## config.mk

```make
export PLATFORM = sky130hd
export DESIGN_NAME = cfu_sequencer_flat
export DESIGN_NICKNAME = d
export VERILOG_FILES = /design/src/rtl/cfu_pkg.sv /design/src/rtl/cfu_sequencer_if.sv /design/src/rtl/cfu_branch_eval.sv /design/src/rtl/cfu_sequencer.sv /design/src/flat_wrapper.sv
export SDC_FILE = /design/constraint.sdc
export NUM_CORES = 1
export LEC_CHECK = 0
export CAP_MARGIN = 25
export CORE_MARGIN = 5
export CORE_UTILIZATION = 40
export DETAILED_ROUTE_END_ITERATION = 10
export MAX_ROUTING_LAYER = met4
export PLACE_DENSITY = 0.79
export SLEW_MARGIN = 30
export SYNTH_ARGS = -nofsm -noshare
export SYNTH_HDL_FRONTEND = slang
export SYNTH_SLANG_ARGS = --single-unit
```

## constraint.sdc

```tcl
create_clock -name CLK -period 2 [get_ports CLK]
set_input_delay 0.3 -clock CLK [delete_from_list [all_inputs] [get_ports CLK]]
set_output_delay 0.3 -clock CLK [all_outputs]
set_load 0.005 [all_outputs]
```

## src/rtl/cfu_pkg.sv

```systemverilog
// Shared definitions for the control-flow sequencer: widths, opcodes, FSM states.
package cfu_pkg;

  localparam int unsigned PC_W        = 5;
  localparam int unsigned DATA_W      = 8;
  localparam int unsigned STACK_DEPTH = 16;
  localparam int unsigned SP_W        = $clog2(STACK_DEPTH);

  localparam logic [4:0] OP_JMP  = 5'b11000;
  localparam logic [4:0] OP_BEQ  = 5'b11001;
  localparam logic [4:0] OP_BNE  = 5'b11010;
  localparam logic [4:0] OP_BGT  = 5'b11011;
  localparam logic [4:0] OP_BLT  = 5'b11100;
  localparam logic [4:0] OP_BZ   = 5'b11101;
  localparam logic [4:0] OP_CALL = 5'b11110;
  localparam logic [4:0] OP_RET  = 5'b11111;

  typedef enum logic [2:0] {
    ST_RUN,
    ST_CALL_WR,
    ST_RET_RD,
    ST_RET_WAIT,
    ST_HALT
  } state_e;

endpackage

```

## src/rtl/cfu_sequencer_if.sv

```systemverilog
// Instruction handshake, status and stack RAM bus of the sequencer.
interface cfu_sequencer_if;
  import cfu_pkg::*;

  logic                   INSTR_VALID;
  logic                   READY;
  logic [4:0]             SEL;
  logic [DATA_W-1:0]      R1_READ;
  logic [DATA_W-1:0]      R2_READ;
  logic [DATA_W-1:0]      ADDR;
  logic [PC_W-1:0]        PC;
  logic [SP_W-1:0]        SP;
  logic                   STACK_WE;
  logic                   STACK_RE;
  logic [SP_W-1:0]        STACK_ADDR;
  logic [DATA_W-1:0]      STACK_WDATA;
  logic [DATA_W-1:0]      STACK_RDATA;
  logic                   FAULT;

  modport slave (
    input  INSTR_VALID, SEL, R1_READ, R2_READ, ADDR, STACK_RDATA,
    output READY, PC, SP, STACK_WE, STACK_RE, STACK_ADDR, STACK_WDATA, FAULT
  );

  modport master (
    output INSTR_VALID, SEL, R1_READ, R2_READ, ADDR, STACK_RDATA,
    input  READY, PC, SP, STACK_WE, STACK_RE, STACK_ADDR, STACK_WDATA, FAULT
  );

endinterface

```

## src/rtl/cfu_branch_eval.sv

```systemverilog
// Combinational taken/not-taken decision for jumps and compare branches.
module cfu_branch_eval
  import cfu_pkg::*;
(
  input  logic [4:0]        sel_i,
  input  logic [DATA_W-1:0] r1_i,
  input  logic [DATA_W-1:0] r2_i,
  output logic              taken_o
);

  always_comb begin
    taken_o = 1'b0;
    case (sel_i)
      OP_JMP: taken_o = 1'b1;
      OP_BEQ: taken_o = (r1_i == r2_i);
      OP_BNE: taken_o = (r1_i != r2_i);
      OP_BGT: taken_o = (r1_i >  r2_i);
      OP_BLT: taken_o = (r1_i <  r2_i);
      OP_BZ:  taken_o = (r1_i == '0);
      default: taken_o = 1'b0;
    endcase
  end

endmodule

```

## src/rtl/cfu_sequencer.sv

```systemverilog
// PC / call-stack sequencer: one-cycle branches, multi-cycle CALL/RET against
// an external stack RAM, sticky HALT on stack overflow or underflow.
module cfu_sequencer
  import cfu_pkg::*;
(
  input  logic          CLK,
  input  logic          RST,
  cfu_sequencer_if.slave bus
);

  localparam logic [SP_W:0]   DEPTH_FULL = STACK_DEPTH[SP_W:0];
  localparam logic [SP_W:0]   DEPTH_ONE  = (SP_W+1)'(1);
  localparam logic [SP_W-1:0] SP_ONE     = SP_W'(1);
  localparam logic [PC_W-1:0] PC_ONE     = PC_W'(1);

  state_e            state_q;
  logic [PC_W-1:0]   pc_q;
  logic [PC_W-1:0]   tgt_q;
  logic [SP_W-1:0]   sp_q;
  logic [SP_W:0]     depth_q;

  logic [PC_W-1:0]   pc_inc;
  logic [PC_W-1:0]   tgt;
  logic              taken;
  logic              unused_bits;

  assign pc_inc      = pc_q + PC_ONE;
  assign tgt         = bus.ADDR[PC_W-1:0];
  assign unused_bits = ^{bus.ADDR[DATA_W-1:PC_W], bus.STACK_RDATA[DATA_W-1:PC_W]};

  cfu_branch_eval u_branch_eval (
    .sel_i   (bus.SEL),
    .r1_i    (bus.R1_READ),
    .r2_i    (bus.R2_READ),
    .taken_o (taken)
  );

  always_ff @(posedge CLK) begin
    if (RST) begin
      state_q <= ST_RUN;
      pc_q    <= '0;
      tgt_q   <= '0;
      sp_q    <= '1;
      depth_q <= '0;
    end else begin
      case (state_q)
        ST_RUN: begin
          if (bus.INSTR_VALID) begin
            case (bus.SEL)
              OP_CALL: begin
                if (depth_q == DEPTH_FULL) begin
                  state_q <= ST_HALT;
                end else begin
                  tgt_q   <= tgt;
                  state_q <= ST_CALL_WR;
                end
              end
              OP_RET: begin
                if (depth_q == '0) state_q <= ST_HALT;
                else               state_q <= ST_RET_RD;
              end
              default: pc_q <= taken ? tgt : pc_inc;
            endcase
          end
        end
        ST_CALL_WR: begin
          sp_q    <= sp_q - SP_ONE;
          depth_q <= depth_q + DEPTH_ONE;
          pc_q    <= tgt_q;
          state_q <= ST_RUN;
        end
        ST_RET_RD: begin
          state_q <= ST_RET_WAIT;
        end
        ST_RET_WAIT: begin
          pc_q    <= bus.STACK_RDATA[PC_W-1:0];
          sp_q    <= sp_q + SP_ONE;
          depth_q <= depth_q - DEPTH_ONE;
          state_q <= ST_RUN;
        end
        ST_HALT: begin
          state_q <= ST_HALT;
        end
        default: state_q <= ST_HALT;
      endcase
    end
  end

  // Outputs decode from state and registers only; READY depends on state alone.
  assign bus.READY       = (state_q == ST_RUN);
  assign bus.FAULT       = (state_q == ST_HALT);
  assign bus.PC          = pc_q;
  assign bus.SP          = sp_q;
  assign bus.STACK_WE    = (state_q == ST_CALL_WR);
  assign bus.STACK_RE    = (state_q == ST_RET_RD);
  assign bus.STACK_ADDR  = (state_q == ST_RET_RD) ? sp_q + SP_ONE : sp_q;
  assign bus.STACK_WDATA = (state_q == ST_CALL_WR) ? DATA_W'(pc_inc) : '0;

  always_ff @(posedge CLK) begin
    if (!RST) begin
      assert (sp_q == SP_W'(STACK_DEPTH - 1) - depth_q[SP_W-1:0]);
      assert (depth_q <= DEPTH_FULL);
    end
  end

endmodule

```

## src/flat_wrapper.sv

```systemverilog
// flat-port wrapper written by rule: the top's interface ports become plain ports
module cfu_sequencer_flat import cfu_pkg::*;
  (CLK, RST, bus_INSTR_VALID, bus_SEL, bus_R1_READ, bus_R2_READ, bus_ADDR, bus_STACK_RDATA, bus_READY, bus_PC, bus_SP, bus_STACK_WE, bus_STACK_RE, bus_STACK_ADDR, bus_STACK_WDATA, bus_FAULT);
  cfu_sequencer_if bus_i ();
  input  logic CLK;
  input  logic RST;
  input wire logic [$bits(bus_i.INSTR_VALID)-1:0] bus_INSTR_VALID;
  input wire logic [$bits(bus_i.SEL)-1:0] bus_SEL;
  input wire logic [$bits(bus_i.R1_READ)-1:0] bus_R1_READ;
  input wire logic [$bits(bus_i.R2_READ)-1:0] bus_R2_READ;
  input wire logic [$bits(bus_i.ADDR)-1:0] bus_ADDR;
  input wire logic [$bits(bus_i.STACK_RDATA)-1:0] bus_STACK_RDATA;
  output wire logic [$bits(bus_i.READY)-1:0] bus_READY;
  output wire logic [$bits(bus_i.PC)-1:0] bus_PC;
  output wire logic [$bits(bus_i.SP)-1:0] bus_SP;
  output wire logic [$bits(bus_i.STACK_WE)-1:0] bus_STACK_WE;
  output wire logic [$bits(bus_i.STACK_RE)-1:0] bus_STACK_RE;
  output wire logic [$bits(bus_i.STACK_ADDR)-1:0] bus_STACK_ADDR;
  output wire logic [$bits(bus_i.STACK_WDATA)-1:0] bus_STACK_WDATA;
  output wire logic [$bits(bus_i.FAULT)-1:0] bus_FAULT;
  assign bus_i.INSTR_VALID = bus_INSTR_VALID;
  assign bus_i.SEL = bus_SEL;
  assign bus_i.R1_READ = bus_R1_READ;
  assign bus_i.R2_READ = bus_R2_READ;
  assign bus_i.ADDR = bus_ADDR;
  assign bus_i.STACK_RDATA = bus_STACK_RDATA;
  assign bus_READY = bus_i.READY;
  assign bus_PC = bus_i.PC;
  assign bus_SP = bus_i.SP;
  assign bus_STACK_WE = bus_i.STACK_WE;
  assign bus_STACK_RE = bus_i.STACK_RE;
  assign bus_STACK_ADDR = bus_i.STACK_ADDR;
  assign bus_STACK_WDATA = bus_i.STACK_WDATA;
  assign bus_FAULT = bus_i.FAULT;
  cfu_sequencer u_core (.CLK(CLK), .RST(RST), .bus(bus_i));
endmodule
```

==> results.md <==
* Status: finished, final reports clean
* Clock sinks at 22
* Clock Path Buffers at 2
* CP max stage delay at 370 ps
* Total core area at 4294 um2
* GRT overflow at 0
* Final design instance area without fill at 2803 um2
* Area of the die at 5809 um2
* CP Data Required Time at 2140 ps
* Seq/Total Area, Yosys at 25.11%
* Final min period at 1988 ps
* Seq cells post-synth at 22
* Buffers on Ports at 55
* Switching pwr at 312.5 uW
* Part of the power in the clock network at 28.0%
* Io pins at 65
* Main flop type after synthesis: dfxtp_1
* Most common cell in the netlist: dfxtp_1
* CTS tree: built
* Drt pass-1 iters at 4
* Total power divided by cell area at 406.6 nW/um2
* Initial Utilization at 40.85%
* Startpoint Class: primary input
* Hold-fix buffers, CTS at 0
* Number of global-route vias before repair at 1,886
* Post-synth EDFFs at 0
* Total power at 1140 uW
* Post-synth top cells: dfxtp_1, a21oi_1, nor2_1
* Hold crit path type: reg -> reg
* Post-synthesis cell count at 218
* Area Overhead vs Synth at 59.77%
* Layout Skew at 4.717 ps
* GR Util All Layers at 17.64%
* Largest net degree at the start of global routing at 21
* Count of pins over their slew limit at 0
* CP Data Arrival Time at 2130 ps
* Final hold vios at 0
* Area contributors post-synth: dfxtp_1, ha_1, mux2i_1, a21oi_1, nor2_1
* Initial antenna violation count at 0
* Wire length of the first global-routing pass at 8569 um
* Maximum vdd drop at 500.0 uV
* Final Cycle Share at 99.39%
* Layout cells sized above 1 at 31.33%
* Layout Nets at 356
* Crit Path Max Fanout at 4
* Core Util, Final at 65.27%
* 1st-iter DRT viols at 96
* Via density at 5.293
* Synth top area share at 25.11%
* Latest clock arrival within the worst-skew pair at 260 ps
* CP Class: in -> reg
* Wire per inst at 14.57 um
* P_int at 827.1 uW
* Post-synthesis cell type count at 42
* Synth Area per Inst at 8.047 um2
* Residual DRC count at 0
* Routed via count at 1,863
* Max Fclk at 503.1 MHz
* CTS H-tree depth at 1
* Ys async rst share at 0%
* Sw frac at 27.43%
* RSZ-0062 raised after global routing: true
* Setup WS post-layout at 12.23 ps
* Pre-CTS setup slack at -633.9 ps
* Chip Height at 76.22 um
* Clock transition at the registers of the reported paths at 80 ps
* Setup violators final at 0
* CTS Root Buffer Type: clkbuf_8
* Ant diodes at 0
* Setup crit end kind: register
* Cell Rows at 24
* Slowest CP cell: a2111oi_4
* Routed Antenna Nets at 0
* Leak pwr at 0.001121 uW
* Reg power frac at 41.0%
* Area after DPL at 2535 um2
* Yosys warnings at 0
* Crit path cell chain: buf_6 -> ha_4 -> nand4_1 -> o2111a_1 -> a2111oi_4 -> o41ai_4 -> buf_4 -> o211ai_1 -> o221ai_2
* Cell taking the most area after synthesis: dfxtp_1
* Routability Congestion at 0.8585
* Die width at 76.22 um
* Hold Slack at 494.6 ps
* Hpwl dp at 3755 um
* Logic pwr share at 31.0%
* Final wirelength at 5128 um
* Cts bufs inserted at 3
* Max cap viols at 0
* Post-Syn Area at 1754 um2
path summary, 6_finish.rpt:
kind,from,endpoint,slack [ps],cells past startpoint
min,u_core.depth_q[2],u_core.depth_q[2],490,2
max,bus_R1_READ[3],u_core.bus.PC[1],10,9
max reg2reg,u_core.state_q[0],u_core.depth_q[4],140,9
min reg2reg,u_core.depth_q[2],u_core.depth_q[2],490,2
worst max-delay path: cells and delay by family:
kind / cells / cell delay [ps]
fa+ha+maj: 1 / 250
buf+inv: 2 / 280
simple gates: 1 / 150
compound gates: 5 / 1150
timing repair:
item                                    4_1_cts  5_1_grt
setup buffers                                 3        3
endpoints found under the setup margin       14       13
gates resized for setup                      60       57
pin swaps                                    13       15
state kept, by name, summed over array words and instances, names as in the netlist:
| signal | count |
|---|---|
| u_core.bus.PC | 5 |
| u_core.depth_q | 5 |
| u_core.tgt_q | 5 |
| u_core.bus.SP | 4 |
| u_core.state_q | 3 |
cells by family after synthesis:
group / count (synthesis) / share of synthesized area [%]
simple gates: 73 / 21.75
compound gates: 56 / 23.47
buf+inv: 30 / 7.061
flops: 22 / 25.11
fa+ha+maj: 15 / 11.13
mux: 11 / 6.277
xor+xnor: 10 / 4.993
other cells: 1 / 0.2138
cell usage in the layout (no fill, tap or decap), types with 3 or more instances in the layout:
| cell type | instances |
|---|---|
| a21oi_1 | 20 |
| nor3_2 | 3 |
| mux2i_1 | 11 |
| ha_4 | 8 |
| conb_1 | 3 |
| clkbuf_2 | 3 |
| clkbuf_8 | 4 |
| nor2_1 | 20 |
| nand2_1 | 16 |
| dlygate4sd2_1 | 5 |
| clkdlybuf4s50_1 | 31 |
| nor3_1 | 3 |
| dfxtp_1 | 20 |
| o211ai_1 | 9 |
| buf_6 | 14 |
| o21a_1 | 3 |
| inv_2 | 9 |
| o21ai_0 | 8 |
| nand2b_1 | 5 |
| or2_2 | 3 |
| xnor2_1 | 8 |
| nor4_1 | 3 |
| nand4_1 | 4 |
| inv_1 | 10 |
| o221ai_2 | 4 |
| ha_1 | 5 |
| buf_4 | 29 |
through the flow:
step                      instances  setup TNS [ps]
after floorplan                 220               0
after global placement          342           -2752
final                           352               0
after detailed placement        342           -3054
after global routing            352          -197.7
after CTS                       349          -2.447
layout make-up:
type | instances | area [um2]
Inverter | 20 | 77.57
Tap cell | 52 | 65.06
Timing Repair Buffer | 86 | 799.5
Sequential cell | 22 | 442.9
Fill cell | 345 | 1491
Clock buffer | 4 | 55.05
Multi-Input combinational cell | 168 | 1363
power groups by stage:
stage	registers [uW]	logic, uW	clock network [uW]
2_1_floorplan	482	130	0
3_3_place_gp	478	292	0
3_5_place_dp	478	298	0
4_1_cts	468	327	327
5_1_grt	471	386	357
6_report	468	353	319
routing by layer:
layer / up-vias / share of wire [%] / global-route usage [%]
li1: 940 / - / -
met1: 862 / 46 / 22.38
met2: 51 / 48 / 29.54
met3: 10 / 4.1 / 3.310
met4: 0 / 1.9 / 2.972
met5: - / 0 / -
No activity file was read; power rests on OpenSTA's default activity.
